File: config.mk
export PLATFORM = sky130hd
export DESIGN_NAME = vga_rect_writer_flat
export DESIGN_NICKNAME = d
export VERILOG_FILES = /design/src/rtl/vga_rect_writer_if.sv /design/src/rtl/vga_rect_writer.sv /design/src/flat_wrapper.sv
export SDC_FILE = /design/constraint.sdc
export NUM_CORES = 1
export LEC_CHECK = 0
export CORE_AREA = 5 5 110 112
export CTS_BUF_LIST = sky130_fd_sc_hd__clkbuf_4 sky130_fd_sc_hd__clkbuf_8
export DETAILED_ROUTE_END_ITERATION = 6
export DIE_AREA = 0 0 115 117
export GPL_TIMING_DRIVEN = 1
export PLACE_DENSITY_LB_ADDON = 0.12
export REMOVE_ABC_BUFFERS = 1
export SLEW_MARGIN = 10
export SYNTH_ARGS = -nofsm -noshare
export SYNTH_HDL_FRONTEND = slang
export SYNTH_SLANG_ARGS = --single-unit
File: constraint.sdc
create_clock -name clock -period 5.12 [get_ports clock]
set_input_delay 1.28 -clock clock [delete_from_list [all_inputs] [get_ports clock]]
set_output_delay 1.28 -clock clock [all_outputs]
set_load 0.1 [all_outputs]
File: src/rtl/vga_rect_writer_if.sv
// vga_rect_writer_if: draw command inputs and pixel write port of the rectangle writer
interface vga_rect_writer_if #(
  parameter int COLOR_DEPTH = 3,
  parameter int nX = 8,
  parameter int nY = 7
);
  logic                   start;
  logic                   clear;
  logic [nX-1:0]          x0;
  logic [nY-1:0]          y0;
  logic [nX-1:0]          width;
  logic [nY-1:0]          height;
  logic [COLOR_DEPTH-1:0] color;
  logic [nX-1:0]          x;
  logic [nY-1:0]          y;
  logic [COLOR_DEPTH-1:0] colour;
  logic                   plot;
  logic                   busy;
  logic                   done;
  modport master (output start, clear, x0, y0, width, height, color,
                  input x, y, colour, plot, busy, done);
  modport slave (input start, clear, x0, y0, width, height, color,
                 output x, y, colour, plot, busy, done);
endinterface

File: src/rtl/vga_rect_writer.sv
// vga_rect_writer: fills a clipped rectangle or the whole screen, one pixel write per clock
module vga_rect_writer #(
  parameter int COLOR_DEPTH = 3,
  parameter int nX = 8,
  parameter int nY = 7,
  parameter int COLS = 160,
  parameter int ROWS = 120
) (
  input logic clock,
  input logic reset,
  vga_rect_writer_if.slave bus
);
  typedef enum logic [1:0] {IDLE, LOAD, DRAW, DONE} state_t;
  localparam logic [nX:0] COLS_W = (nX+1)'(COLS);
  localparam logic [nY:0] ROWS_W = (nY+1)'(ROWS);
  state_t state_q, state_d;
  logic [nX-1:0] x0_q, x0_d, w_q, w_d, xe_q, xe_d, x_q, x_d;
  logic [nY-1:0] y0_q, y0_d, h_q, h_d, ye_q, ye_d, y_q, y_d;
  logic [COLOR_DEPTH-1:0] col_q, col_d, colour_q, colour_d;
  logic [nX:0] xs, xm;
  logic [nY:0] ys, ym;
  logic empty, row_end, last;
  always_comb begin
    state_d = state_q;
    x0_d = x0_q;
    y0_d = y0_q;
    w_d = w_q;
    h_d = h_q;
    col_d = col_q;
    xe_d = xe_q;
    ye_d = ye_q;
    x_d = x_q;
    y_d = y_q;
    colour_d = colour_q;
    xs = {1'b0, x0_q} + {1'b0, w_q};
    ys = {1'b0, y0_q} + {1'b0, h_q};
    xm = (xs > COLS_W ? COLS_W : xs) - 1'b1;
    ym = (ys > ROWS_W ? ROWS_W : ys) - 1'b1;
    empty = w_q == '0 || h_q == '0 || {1'b0, x0_q} >= COLS_W || {1'b0, y0_q} >= ROWS_W;
    row_end = x_q == xe_q;
    last = row_end && y_q == ye_q;
    case (state_q)
      IDLE: if (bus.clear || bus.start) begin
        state_d = LOAD;
        x0_d = bus.clear ? '0 : bus.x0;
        y0_d = bus.clear ? '0 : bus.y0;
        w_d = bus.clear ? nX'(COLS) : bus.width;
        h_d = bus.clear ? nY'(ROWS) : bus.height;
        col_d = bus.color;
      end
      LOAD: begin
        state_d = empty ? DONE : DRAW;
        xe_d = xm[nX-1:0];
        ye_d = ym[nY-1:0];
        colour_d = col_q;
        x_d = empty ? x_q : x0_q;
        y_d = empty ? y_q : y0_q;
      end
      DRAW: begin
        state_d = last ? DONE : DRAW;
        x_d = last ? x_q : (row_end ? x0_q : x_q + 1'b1);
        y_d = (row_end && !last) ? y_q + 1'b1 : y_q;
      end
      default: state_d = IDLE;
    endcase
  end
  always_ff @(posedge clock) begin
    if (reset) begin
      state_q <= IDLE;
      x0_q <= '0;
      y0_q <= '0;
      w_q <= '0;
      h_q <= '0;
      col_q <= '0;
      xe_q <= '0;
      ye_q <= '0;
      x_q <= '0;
      y_q <= '0;
      colour_q <= '0;
    end else begin
      state_q <= state_d;
      x0_q <= x0_d;
      y0_q <= y0_d;
      w_q <= w_d;
      h_q <= h_d;
      col_q <= col_d;
      xe_q <= xe_d;
      ye_q <= ye_d;
      x_q <= x_d;
      y_q <= y_d;
      colour_q <= colour_d;
    end
  end
  assign bus.x = x_q;
  assign bus.y = y_q;
  assign bus.colour = colour_q;
  assign bus.plot = state_q == DRAW;
  assign bus.busy = state_q != IDLE;
  assign bus.done = state_q == DONE;
endmodule

File: src/flat_wrapper.sv
// flat-port wrapper written by rule: the top's interface ports become plain ports
module vga_rect_writer_flat 
#(
  parameter int COLOR_DEPTH = 3,
  parameter int nX = 8,
  parameter int nY = 7,
  parameter int COLS = 160,
  parameter int ROWS = 120
)
  (clock, reset, bus_start, bus_clear, bus_x0, bus_y0, bus_width, bus_height, bus_color, bus_x, bus_y, bus_colour, bus_plot, bus_busy, bus_done);
  vga_rect_writer_if #(.COLOR_DEPTH(COLOR_DEPTH), .nX(nX), .nY(nY)) bus_i ();
  input logic clock;
  input logic reset;
  input wire logic [$bits(bus_i.start)-1:0] bus_start;
  input wire logic [$bits(bus_i.clear)-1:0] bus_clear;
  input wire logic [$bits(bus_i.x0)-1:0] bus_x0;
  input wire logic [$bits(bus_i.y0)-1:0] bus_y0;
  input wire logic [$bits(bus_i.width)-1:0] bus_width;
  input wire logic [$bits(bus_i.height)-1:0] bus_height;
  input wire logic [$bits(bus_i.color)-1:0] bus_color;
  output wire logic [$bits(bus_i.x)-1:0] bus_x;
  output wire logic [$bits(bus_i.y)-1:0] bus_y;
  output wire logic [$bits(bus_i.colour)-1:0] bus_colour;
  output wire logic [$bits(bus_i.plot)-1:0] bus_plot;
  output wire logic [$bits(bus_i.busy)-1:0] bus_busy;
  output wire logic [$bits(bus_i.done)-1:0] bus_done;
  assign bus_i.start = bus_start;
  assign bus_i.clear = bus_clear;
  assign bus_i.x0 = bus_x0;
  assign bus_i.y0 = bus_y0;
  assign bus_i.width = bus_width;
  assign bus_i.height = bus_height;
  assign bus_i.color = bus_color;
  assign bus_x = bus_i.x;
  assign bus_y = bus_i.y;
  assign bus_colour = bus_i.colour;
  assign bus_plot = bus_i.plot;
  assign bus_busy = bus_i.busy;
  assign bus_done = bus_i.done;
  vga_rect_writer #(.COLOR_DEPTH(COLOR_DEPTH), .nX(nX), .nY(nY), .COLS(COLS), .ROWS(ROWS)) u_core (.clock(clock), .reset(reset), .bus(bus_i));
endmodule
## Word-level counts from Yosys, hierarchy flattened

Index checks and enable logic that the tools add are counted.

- Logic and storage cells: 62
- Bits in read-only memories: 0
- Memories kept: 0
- Output and inout port bits: 21
- Input bits: 37
- Bits in latches: 0
- RAM bits: 0
- Flip-flop bits (word level): 68

- Reduce and logical (&&, ||, !) cells: 15
- Bitwise logic cells: 0
- Equal/unequal tests: 9
- Multiplexer cells: 17
- $lt $le $gt $ge: 4
- Multiply operators: 0
- Add/subtract/negate cells: 6
- Shifts and indexed selects: 0
- Divide/modulo/power cells: 0

Operators by type and width:

| kind | count |
|---|---|
| 8-bit 2-to-1 mux | 6 |
| 7-bit 2-to-1 mux | 5 |
| 8-bit case mux with 2 select lines | 1 |
| 7-bit case mux with 2 select lines | 1 |
| 8-bit by 8-bit adder with 9-bit output | 1 |
| 9-bit by 8-bit greater-than comparator with 1-bit output (second input constant) | 1 |
| 7-bit by 7-bit adder with 8-bit output | 1 |
| 8-bit by 1-bit adder with 8-bit output (second input constant) | 1 |
| 8-bit equality test | 1 |
| 8-bit greater-or-equal comparator (second input constant) | 1 |
| 8-bit by 7-bit greater-than comparator with 1-bit output (second input constant) | 1 |
| 8-bit logical NOT | 1 |
| 8-bit by 1-bit subtractor with 8-bit output (second input constant) | 1 |
| 7-bit by 1-bit adder with 7-bit output (second input constant) | 1 |
| 7-bit equality test | 1 |
| 7-bit greater-or-equal comparator (second input constant) | 1 |
| 7-bit logical NOT | 1 |
| 7-bit by 1-bit subtractor with 7-bit output (second input constant) | 1 |
| 2-bit case mux with 3 select lines | 1 |
| 3-bit AND reduction | 2 |
| 2-bit equality test (second input constant) | 2 |
| 1-bit logical OR | 4 |
| 2-bit by 1-bit != test with 1-bit output (second input constant) | 2 |
| 2-bit != test (second input constant) | 2 |
| 8 further kinds | 11 |

## Logic depth before layout (Yosys ltp)

Gate-level depths: netlist of run 1.

- Word-level depth: 6
- Depth in mapped cells: 16
- Gate-level depth less buffers: 15

## Worst setup path after synthesis of run 1

OpenSTA, ideal clock, no wires.

- Kind: reg-to-reg
- Start: register u_core.h_q[0]
- End: register u_core.ye_q[6]
- Data required time: 5.029 ns
- Path buffers: 0
- Cell stages (with the launch flop): 15
- Path slack: 2.104 ns
- Library setup time: 0.091 ns
- Clock period less this slack: 3.016 ns
- Arrival time: 2.926 ns
- Path through: dfxtp_1 -> ha_1 -> inv_1 -> fa_1 -> nand2b_1 -> a21oi_1 -> xor2_1 -> and3_1 -> a31oi_2 -> nand2b_1 -> ha_1 -> o211ai_1 -> a211oi_1 -> xnor2_1 -> a311oi_1

- Longest elaborated chain between the ends: 4

RTL lines:

| what | line | RTL |
|---|---|---|
| start, declared | vga_rect_writer.sv:18 | `logic [nY-1:0] y0_q, y0_d, h_q, h_d, ye_q, ye_d, y_q, y_d;` |
| start signal, assigned | vga_rect_writer.sv:73 | `h_q <= '0;` |
| start signal, assigned | vga_rect_writer.sv:85 | `h_q <= h_d;` |
| 7-bit by 7-bit adder with 8-bit output (*) | vga_rect_writer.sv:36 | `ys = {1'b0, y0_q} + {1'b0, h_q};` |
| 8-bit by 7-bit greater-than comparator with 1-bit output | vga_rect_writer.sv:38 | `ym = (ys > ROWS_W ? ROWS_W : ys) - 1'b1;` |
| 7-bit 2-to-1 mux (*) | vga_rect_writer.sv:38 |  |
| 7-bit by 1-bit subtractor with 7-bit output (*) | vga_rect_writer.sv:38 |  |
| end signal, assigned | vga_rect_writer.sv:88 | `ye_q <= ye_d;` |
| end, declared | vga_rect_writer.sv:18 |  |

Mark *: on every way between the ends. The rest lies on a longest branch, timed or not.
A chain may end at the register's enable or synchronous reset.

## Worst setup path in the final report of run 1

- Start: register u_core.state_q[0]
- End: output bus_plot

- Longest elaborated chain between the ends: 1

RTL lines:

| what | line | RTL |
|---|---|---|
| start, declared | vga_rect_writer.sv:16 | `state_t state_q, state_d;` |
| start signal, assigned | vga_rect_writer.sv:81 | `state_q <= state_d;` |
| 2-bit equality test | vga_rect_writer.sv:97 | `assign bus.plot = state_q == DRAW;` |
| end, declared | flat_wrapper.sv:24 | `output wire logic [$bits(bus_i.plot)-1:0] bus_plot;` |

No other way between the ends.

==> results.json, run 1 <==
{
  "synth_top_area_frac": 0.318,
  "grt_pass1_vias": 3633,
  "synth_flop_cell": "dfxtp_1",
  "synth_seq_area_share": 0.318,
  "vias": 3816,
  "cts-resized-gates": 0,
  "maxCapViolCount": 0,
  "overflow": 0,
  "die_h_um": 117,
  "drive_gt1_frac": 0.0693,
  "yosys.area.top_type": "dfxtp_1",
  "start_util": 0.385,
  "p_per_area_nw_per_um2": 567,
  "diodes": 0,
  "grt_pass1_wl_um": 18000,
  "ys_types": 63,
  "finalSetupViolCount": 0,
  "synthesis.area_um2": 4280,
  "synthCells": 528,
  "fmax_mhz": 255,
  "crit_type": "reg -> out",
  "worst_pin_slew_ps": 980,
  "status": "finished clean",
  "register_area_um2": 1360,
  "dp_hpwl_um": 7920,
  "clkLatencyLatePin_ps": 350,
  "rsz0062_at_grt": "no",
  "grt_start_max_net_pins": 67,
  "startpoint_type": "flop",
  "synthTopCellsByArea": "dfxtp_1 32%, ha_1 7.0%, nor2_1 5.8%, a21oi_1 5.6%, nor3b_1 4.6%",
  "drt_pass1_iterations": 4,
  "hold_viol_final": 0,
  "cts_made_buffers": 9,
  "area_growth_pct": 21.7,
  "drt-total-wl_um": 10800,
  "synth_async_sr_flop_share": 0,
  "relSlewSlack": 0.345,
  "finalCriticalPeriod_ps": 3930,
  "timing.final.crit_share": 0.767,
  "cts.sinks": 68,
  "ys_warn_count": 0,
  "final_common_cell": "dfxtp_1",
  "nNetsFinal": 635,
  "cp_max_fo": 18,
  "clock_skew_ps": 7.94,
  "antenna_found_initial": 0,
  "max-vdd-ir-drop_v": 0.000693,
  "fillers": 1116,
  "place_congestion": 0.797,
  "wl_per_cell_um": 15.1,
  "fp.coreArea_um2": 11100,
  "drv_slew": 0,
  "tns_ps": 0,
  "cp.arrival_ps": 2650,
  "cts_tree": "built",
  "avgViaCountPerCell": 5.30,
  "min_path_type": "reg -> reg",
  "synth_edf_count": 0,
  "io_buffers": 57,
  "clockRootBuffer": "clkbuf_8",
  "hold_buffers": 0,
  "cts_setup_buffers": 0,
  "worstPathRequired_ps": 3840,
  "final_cell_mix": "68 x dfxtp_1, 66 x nor2_1, 56 x clkdlybuf4s50_1, 48 x a21oi_1, 30 x nand2_1",
  "rows": 39,
  "end_kind": "output port",
  "design.portCount": 58,
  "antenna_left": 0,
  "chipWidth_um": 115,
  "cts_buffer_depth": 2,
  "p_leak_nw": 1.91,
  "avgSynthCellArea_um2": 8.10,
  "clk_pin_slew_worst_paths_ps": 70,
  "grt.total_usage": 0.167,
  "utilization": 0.468,
  "ys_ff_latch": 68,
  "dr.first_iter.drc_count": 131,
  "drc": 0,
  "dieArea_um2": 13500,
  "multi_input_comb_area_um2": 2740,
  "htreeDepth": 3
}
[worst max-delay path, cell delays in order, from the launching register on]
cell             delay (ps)
dfxtp_1                 360
inv_1                    90
ha_1                    590
clkdlybuf4s50_1        1260
[stage by stage]
stage               hold slack (ps)  worst slack, ps  instances  power (W)  cell area (um^2)
floorplan                       430              357        499    0.00201              4160
global placement                443             1600        704    0.00239              4960
detailed placement              449             1560        704    0.00241              4960
CTS                             459             1170        720    0.00297              5200
global route                    495             1040        720    0.00318              5200
finish                          460             1190        720    0.00295              5200
[sequential cells by signal, indices dropped and copies added, names as in the netlist]
register and cells:
u_core.bus.colour 3, u_core.bus.x 8, u_core.bus.y 7, u_core.col_q 3, u_core.h_q 7, u_core.state_q 2, u_core.w_q 8, u_core.x0_q 8
u_core.xe_q 8, u_core.y0_q 7, u_core.ye_q 7
[layer usage]
metal  share of wire  vias to the layer above  track usage
met1            0.52                     1715        0.246
met5               0                        -            0
met3           0.056                       14       0.0283
met2            0.41                       80        0.242
met4           0.017                        0       0.0665
li1                -                     2007            -
[area by class of cell]
class,count,area share
tap,143,0.0344
clock buffer,10,0.0264
multi-input combinational,412,0.527
inverter,19,0.0137
clock inverter,6,0.0214
timing repair buffer,62,0.116
sequential,68,0.262
[Yosys cell counts (all sizes together) (2+ instances only)]
library cell,number
inv,19
or2,5
nor3b,27
a21oi,49
xor2,5
nand2,30
nor2b,6
o31a,2
o21a,3
nor3,21
a32o,3
nand3b,3
or3,3
o32ai,4
xnor2,19
o31ai,3
o22ai,5
and2,5
o21ai,19
mux2i,12
a211oi,11
o211ai,5
ha,24
nand3,15
or3b,2
clkbuf,25
nand4b,2
a311oi,7
a31oi,6
buf,4
dfxtp,68
a21o,6
a31o,2
nor2,66
fa,2
nand2b,7
nand4,7
a211o,2
nor4,3
or4,3
and3,9
[power by group]
part           switching [W]  total [W]  leakage, nW  internal, W
sequential          0.000130   0.000794        0.556     0.000663
clock               0.000216   0.000553        0.122     0.000337
combinational        0.00101    0.00160         1.23     0.000591
[logic make-up (layout without fill, tap and decap cells)]
| family | count (synthesis) | in the layout | synth area share |
|---|---|---|---|
| flip-flops | 68 | 68 | 0.318 |
| multiplexers | 12 | 12 | 0.0281 |
| buffers and inverters | 48 | 97 | 0.0436 |
| AND/OR/NAND/NOR | 216 | 216 | 0.269 |
| XOR/XNOR | 24 | 24 | 0.0509 |
| adder cells (fa/ha/maj) | 26 | 26 | 0.0796 |
| AO/OA/AOI/OAI | 134 | 134 | 0.211 |
[final timing paths]
check	start	to	slack (ps)	cells after the start
max reg2reg	u_core.y0_q[0]	u_core.ye_q[6]	1670	14
min	u_core.col_q[1]	u_core.col_q[1]	460	2
max	u_core.state_q[0]	bus_plot	1190	3
min reg2reg	u_core.col_q[1]	u_core.col_q[1]	460	2
(Power assumes the default switching activity.)
==> run 2, diff against run 1 <==
==> constraint.sdc (replaced) <==
create_clock -name clock -period 3.8 [get_ports clock]
set_input_delay 0.95 -clock clock [delete_from_list [all_inputs] [get_ports clock]]
set_output_delay 0.95 -clock clock [all_outputs]
set_load 0.1 [all_outputs]
==> results.json, run 2 (synthesis results as in run 1) <==
{
  "status": "finished clean",
  "place_inst": 704,
  "cts-resized-gates": 0,
  "grt.total_usage": 0.169,
  "finalSetupViolCount": 0,
  "p_per_area_nw_per_um2": 741,
  "cts_buffer_depth": 2,
  "p_leak_nw": 1.92,
  "area_growth_pct": 18.9,
  "htreeDepth": 3,
  "worst_pin_slew_ps": 979,
  "clk_pin_slew_worst_paths_ps": 70,
  "end_kind": "flop",
  "hold_ws_ps": 456,
  "clockRootBuffer": "clkbuf_8",
  "multi_input_comb_area_um2": 2740,
  "dieArea_um2": 13500,
  "dr.first_iter.drc_count": 205,
  "final_cell_mix": "68 x dfxtp_1, 66 x nor2_1, 48 x a21oi_1, 38 x clkdlybuf4s50_1, 30 x nand2_1",
  "wl_per_cell_um": 15.3,
  "cts_tree": "built",
  "place_congestion": 0.856,
  "hold_viol_final": 0,
  "p_sw_frac": 0.480,
  "crit_type": "reg -> reg",
  "fillers": 1147,
  "design.portCount": 58,
  "nNetsFinal": 635,
  "min_path_type": "reg -> reg",
  "cts_setup_buffers": 0,
  "fmax_mhz": 294,
  "die_h_um": 117,
  "grt_start_max_net_pins": 58,
  "cp.arrival_ps": 3650,
  "fin_cells": 719,
  "worstPathRequired_ps": 4050,
  "seqPwrFrac": 0.283,
  "finalCriticalPeriod_ps": 3410,
  "diodes": 0,
  "register_area_um2": 1360,
  "rows": 39,
  "final_common_cell": "dfxtp_1",
  "start_util": 0.385,
  "fp.coreArea_um2": 11100,
  "startpoint_type": "flop",
  "antenna_found_initial": 0,
  "io_buffers": 57,
  "drv_slew": 0,
  "cts.sinks": 68,
  "grt_pass1_vias": 3683,
  "drt_pass1_iterations": 4,
  "maxCapViolCount": 0,
  "antenna_left": 0,
  "hold_buffers": 0,
  "cts_made_buffers": 9,
  "max-vdd-ir-drop_v": 0.000487,
  "cp_max_fo": 5,
  "vias": 3883,
  "relSlewSlack": 0.345,
  "drive_gt1_frac": 0.0990,
  "chipWidth_um": 115,
  "clkLatencyLatePin_ps": 340,
  "pwr-share-comb": 0.571,
  "net-switching-power_w": 0.00181,
  "drt-total-wl_um": 11000,
  "timing.final.crit_share": 0.897,
  "intPower_w": 0.00196,
  "drc": 0,
  "rsz0062_at_grt": "no",
  "clock_skew_ps": 7.51,
  "grt_pass1_wl_um": 18300,
  "dp_hpwl_um": 8140,
  "utilization": 0.457,
  "avgViaCountPerCell": 5.40,
  "overflow": 0,
  "pwr-share-clk": 0.145
}
run 2: cell count changes in the layout (fill, tap and decap cells not counted):
cell and delta:
buf_4 +18, clkdlybuf4s50_1 -18, bufinv_16 -3, clkbuf_4 +2, clkbuf_8 +1, clkinv_2 +1
clkinv_4 -1, clkinvlp_4 -1
run 2: worst max-delay path: stages, from the launching register on:
cell and delay (ps):
dfxtp_1 380, ha_1 220, inv_1 70, fa_1 390, nand2b_1 150, a21oi_1 240
xor2_1 340, and3_1 270, a31oi_2 160, nand2b_1 130, ha_1 190, o211ai_1 160
a211oi_1 270, xnor2_1 100, a311oi_1 260
run 2: final timing paths:
path                                 startpoint               to  slack (ps)  cells past startpoint
worst max-delay path             u_core.y0_q[0]   u_core.ye_q[6]         390                     14
worst min-delay path            u_core.col_q[2]  u_core.col_q[2]         460                      2
worst max register to register   u_core.y0_q[0]   u_core.ye_q[6]         390                     14
worst min register to register  u_core.col_q[2]  u_core.col_q[2]         460                      2
run 2: layout make-up:
type                    instances  share of cell area
multi-input cells             412               0.539
clock inverters                 2             0.00197
inverters                      19              0.0140
well taps                     143              0.0352
flip-flops and latches         68               0.268
repair buffers                 62               0.110
clock buffers                  13              0.0327
run 2: per-layer routing:
metal | GRT usage | vias up | wire (um)
met5 | 0 | - | 0
met4 | 0.0571 | 0 | 181
met3 | 0.0319 | 16 | 472
met2 | 0.242 | 86 | 4470
met1 | 0.252 | 1788 | 5870
li1 | - | 1993 | -
run 2: power by group through the flow:
stage	logic, W	registers (W)	clock network [W]
2_1_floorplan	0.00148	0.00123	0
3_3_place_gp	0.00213	0.00108	0
3_5_place_dp	0.00215	0.00109	0
4_1_cts	0.00216	0.00107	0.000569
5_1_grt	0.00237	0.00110	0.000598
6_report	0.00215	0.00107	0.000546
run 2: per-stage QoR:
step	TNS (ps)	cell area [um^2]	total power (W)	setup WS, ps
floorplan	-19140	4160	0.00271	-633
global placement	0	4910	0.00321	572
CTS	0	5090	0.00380	392
detailed placement	0	4910	0.00324	417
global route	0	5090	0.00406	128
finish	0	5090	0.00377	393
==> run 3, diff against run 2 <==
--- a/config.mk
+++ b/config.mk
@@ -10,7 +10,7 @@
 export DETAILED_ROUTE_END_ITERATION = 6
 export DIE_AREA = 0 0 115 117
 export GPL_TIMING_DRIVEN = 1
-export PLACE_DENSITY_LB_ADDON = 0.12
+export PLACE_DENSITY = 0.63
 export REMOVE_ABC_BUFFERS = 1
 export SLEW_MARGIN = 10
 export SYNTH_ARGS = -nofsm -noshare
==> results.json, run 3 (synthesis results as in run 1) <==
{
  "overflow": 0,
  "drive_gt1_frac": 0.102,
  "final_cell_mix": "68 x dfxtp_1, 66 x nor2_1, 48 x a21oi_1, 38 x clkdlybuf4s50_1, 30 x nand2_1",
  "cp_max_fo": 5,
  "clockRootBuffer": "clkbuf_8",
  "cts_setup_buffers": 0,
  "placed_cell_area_um2": 4940,
  "crit_start": "u_core.h_q[0]",
  "hold_ws_ps": 460,
  "cts_buffer_depth": 2,
  "worstPathRequired_ps": 4060,
  "place_congestion": 0.864,
  "r2r-start": "u_core.h_q[0]",
  "clock_skew_ps": 8.33,
  "cp.arrival_ps": 3630,
  "wl_per_cell_um": 14.9,
  "status": "finished clean",
  "pwr-share-comb": 0.572,
  "start_util": 0.385,
  "rows": 39,
  "end_kind": "flop",
  "die_h_um": 117,
  "drt_pass1_iterations": 4,
  "postLayoutCellArea_um2": 5130,
  "grt_pass1_wl_um": 18100,
  "diodes": 0,
  "dieArea_um2": 13500,
  "drt-total-wl_um": 10800,
  "finalCriticalPeriod_ps": 3370,
  "net-switching-power_w": 0.00182,
  "pwr-share-clk": 0.150,
  "htreeDepth": 3,
  "antenna_left": 0,
  "nNetsFinal": 637,
  "vias": 3920,
  "intPower_w": 0.00202,
  "cts_made_buffers": 9,
  "drc": 0,
  "cts_tree": "built",
  "p_per_area_nw_per_um2": 749,
  "cts.sinks": 68,
  "rsz0062_at_grt": "no",
  "p_sw_frac": 0.473,
  "io_buffers": 57,
  "startpoint_type": "flop",
  "crit_type": "reg -> reg",
  "finalSetupViolCount": 0,
  "grt_start_max_net_pins": 67,
  "design.portCount": 58,
  "hold_buffers": 0,
  "worst_pin_slew_ps": 971,
  "fmax_mhz": 297,
  "cts-resized-gates": 0,
  "maxCapViolCount": 0,
  "max-vdd-ir-drop_v": 0.000704,
  "fp.coreArea_um2": 11100,
  "timing.final.crit_share": 0.887,
  "clk_pin_slew_worst_paths_ps": 70,
  "area_growth_pct": 19.9,
  "grt.total_usage": 0.168,
  "antenna_found_initial": 0,
  "avgViaCountPerCell": 5.44,
  "drv_slew": 0,
  "grt_pass1_vias": 3748,
  "hold_viol_final": 0,
  "dp_hpwl_um": 8030,
  "relSlewSlack": 0.350,
  "worstHoldStart": "u_core.col_q[0]",
  "dr.first_iter.drc_count": 203,
  "chipWidth_um": 115,
  "final_common_cell": "dfxtp_1",
  "clkLatencyLatePin_ps": 360,
  "min_path_type": "reg -> reg",
  "seqPwrFrac": 0.278,
  "p_leak_nw": 1.94
}
-- run 3: cell types whose count changed in the layout (fill, tap and decap cells not counted), sizes merged --
cell and delta:
buf +2, clkbuf +1, clkinv -1
-- run 3: cell type report --
type,count,area [um^2]
clock buffer,14,186
clock inverter,1,5.00
fill,1119,6000
inverter,19,71.3
multi-input combinational,412,2740
sequential,68,1360
tap,143,179
timing repair buffer,64,586
-- run 3: layer usage --
layer  GRT usage  routed length, um  part of all wire
met2       0.246               4510              0.42
met5           0                  0                 0
met1       0.235               5520              0.51
met3      0.0324                472             0.044
met4      0.0837                249             0.023
-- run 3: power by group through the flow --
stage	Sequential (W)	Clock, W	Combinational, W
2_1_floorplan	0.00123	0	0.00148
3_3_place_gp	0.00108	0	0.00216
3_5_place_dp	0.00108	0	0.00219
4_1_cts	0.00107	0.000597	0.00221
5_1_grt	0.00109	0.000628	0.00242
6_report	0.00107	0.000578	0.00220
-- run 3: worst max-delay path, cell delays in order, from the launching register on --
cell and delay, ps:
dfxtp_1 370, ha_1 200, inv_1 60, fa_1 380
nand2b_1 160, a21oi_1 250, xor2_1 320, and3_1 270
a31oi_2 160, nand2b_1 130, ha_1 200, o211ai_1 140
a211oi_1 270, xnor2_1 100, a311oi_1 260
-- run 3: final timing paths --
path,cells past startpoint,slack [ps],to
setup / recovery,14,430,u_core.ye_q[6]
hold reg to reg,2,460,u_core.col_q[0]
hold / removal,2,460,u_core.col_q[0]
setup reg to reg,14,430,u_core.ye_q[6]
-- run 3: per-stage QoR --
step / power, W / setup WS, ps / setup TNS, ps / std cells / utilization
floorplan: 0.00271 / -633 / -19140 / 499 / -
global placement: 0.00324 / 601 / 0 / 706 / 0.444
detailed placement: 0.00328 / 463 / 0 / 706 / 0.444
CTS: 0.00387 / 413 / 0 / 721 / 0.461
global route: 0.00415 / 124 / 0 / 721 / 0.461
finish: 0.00384 / 431 / 0 / 721 / 0.461
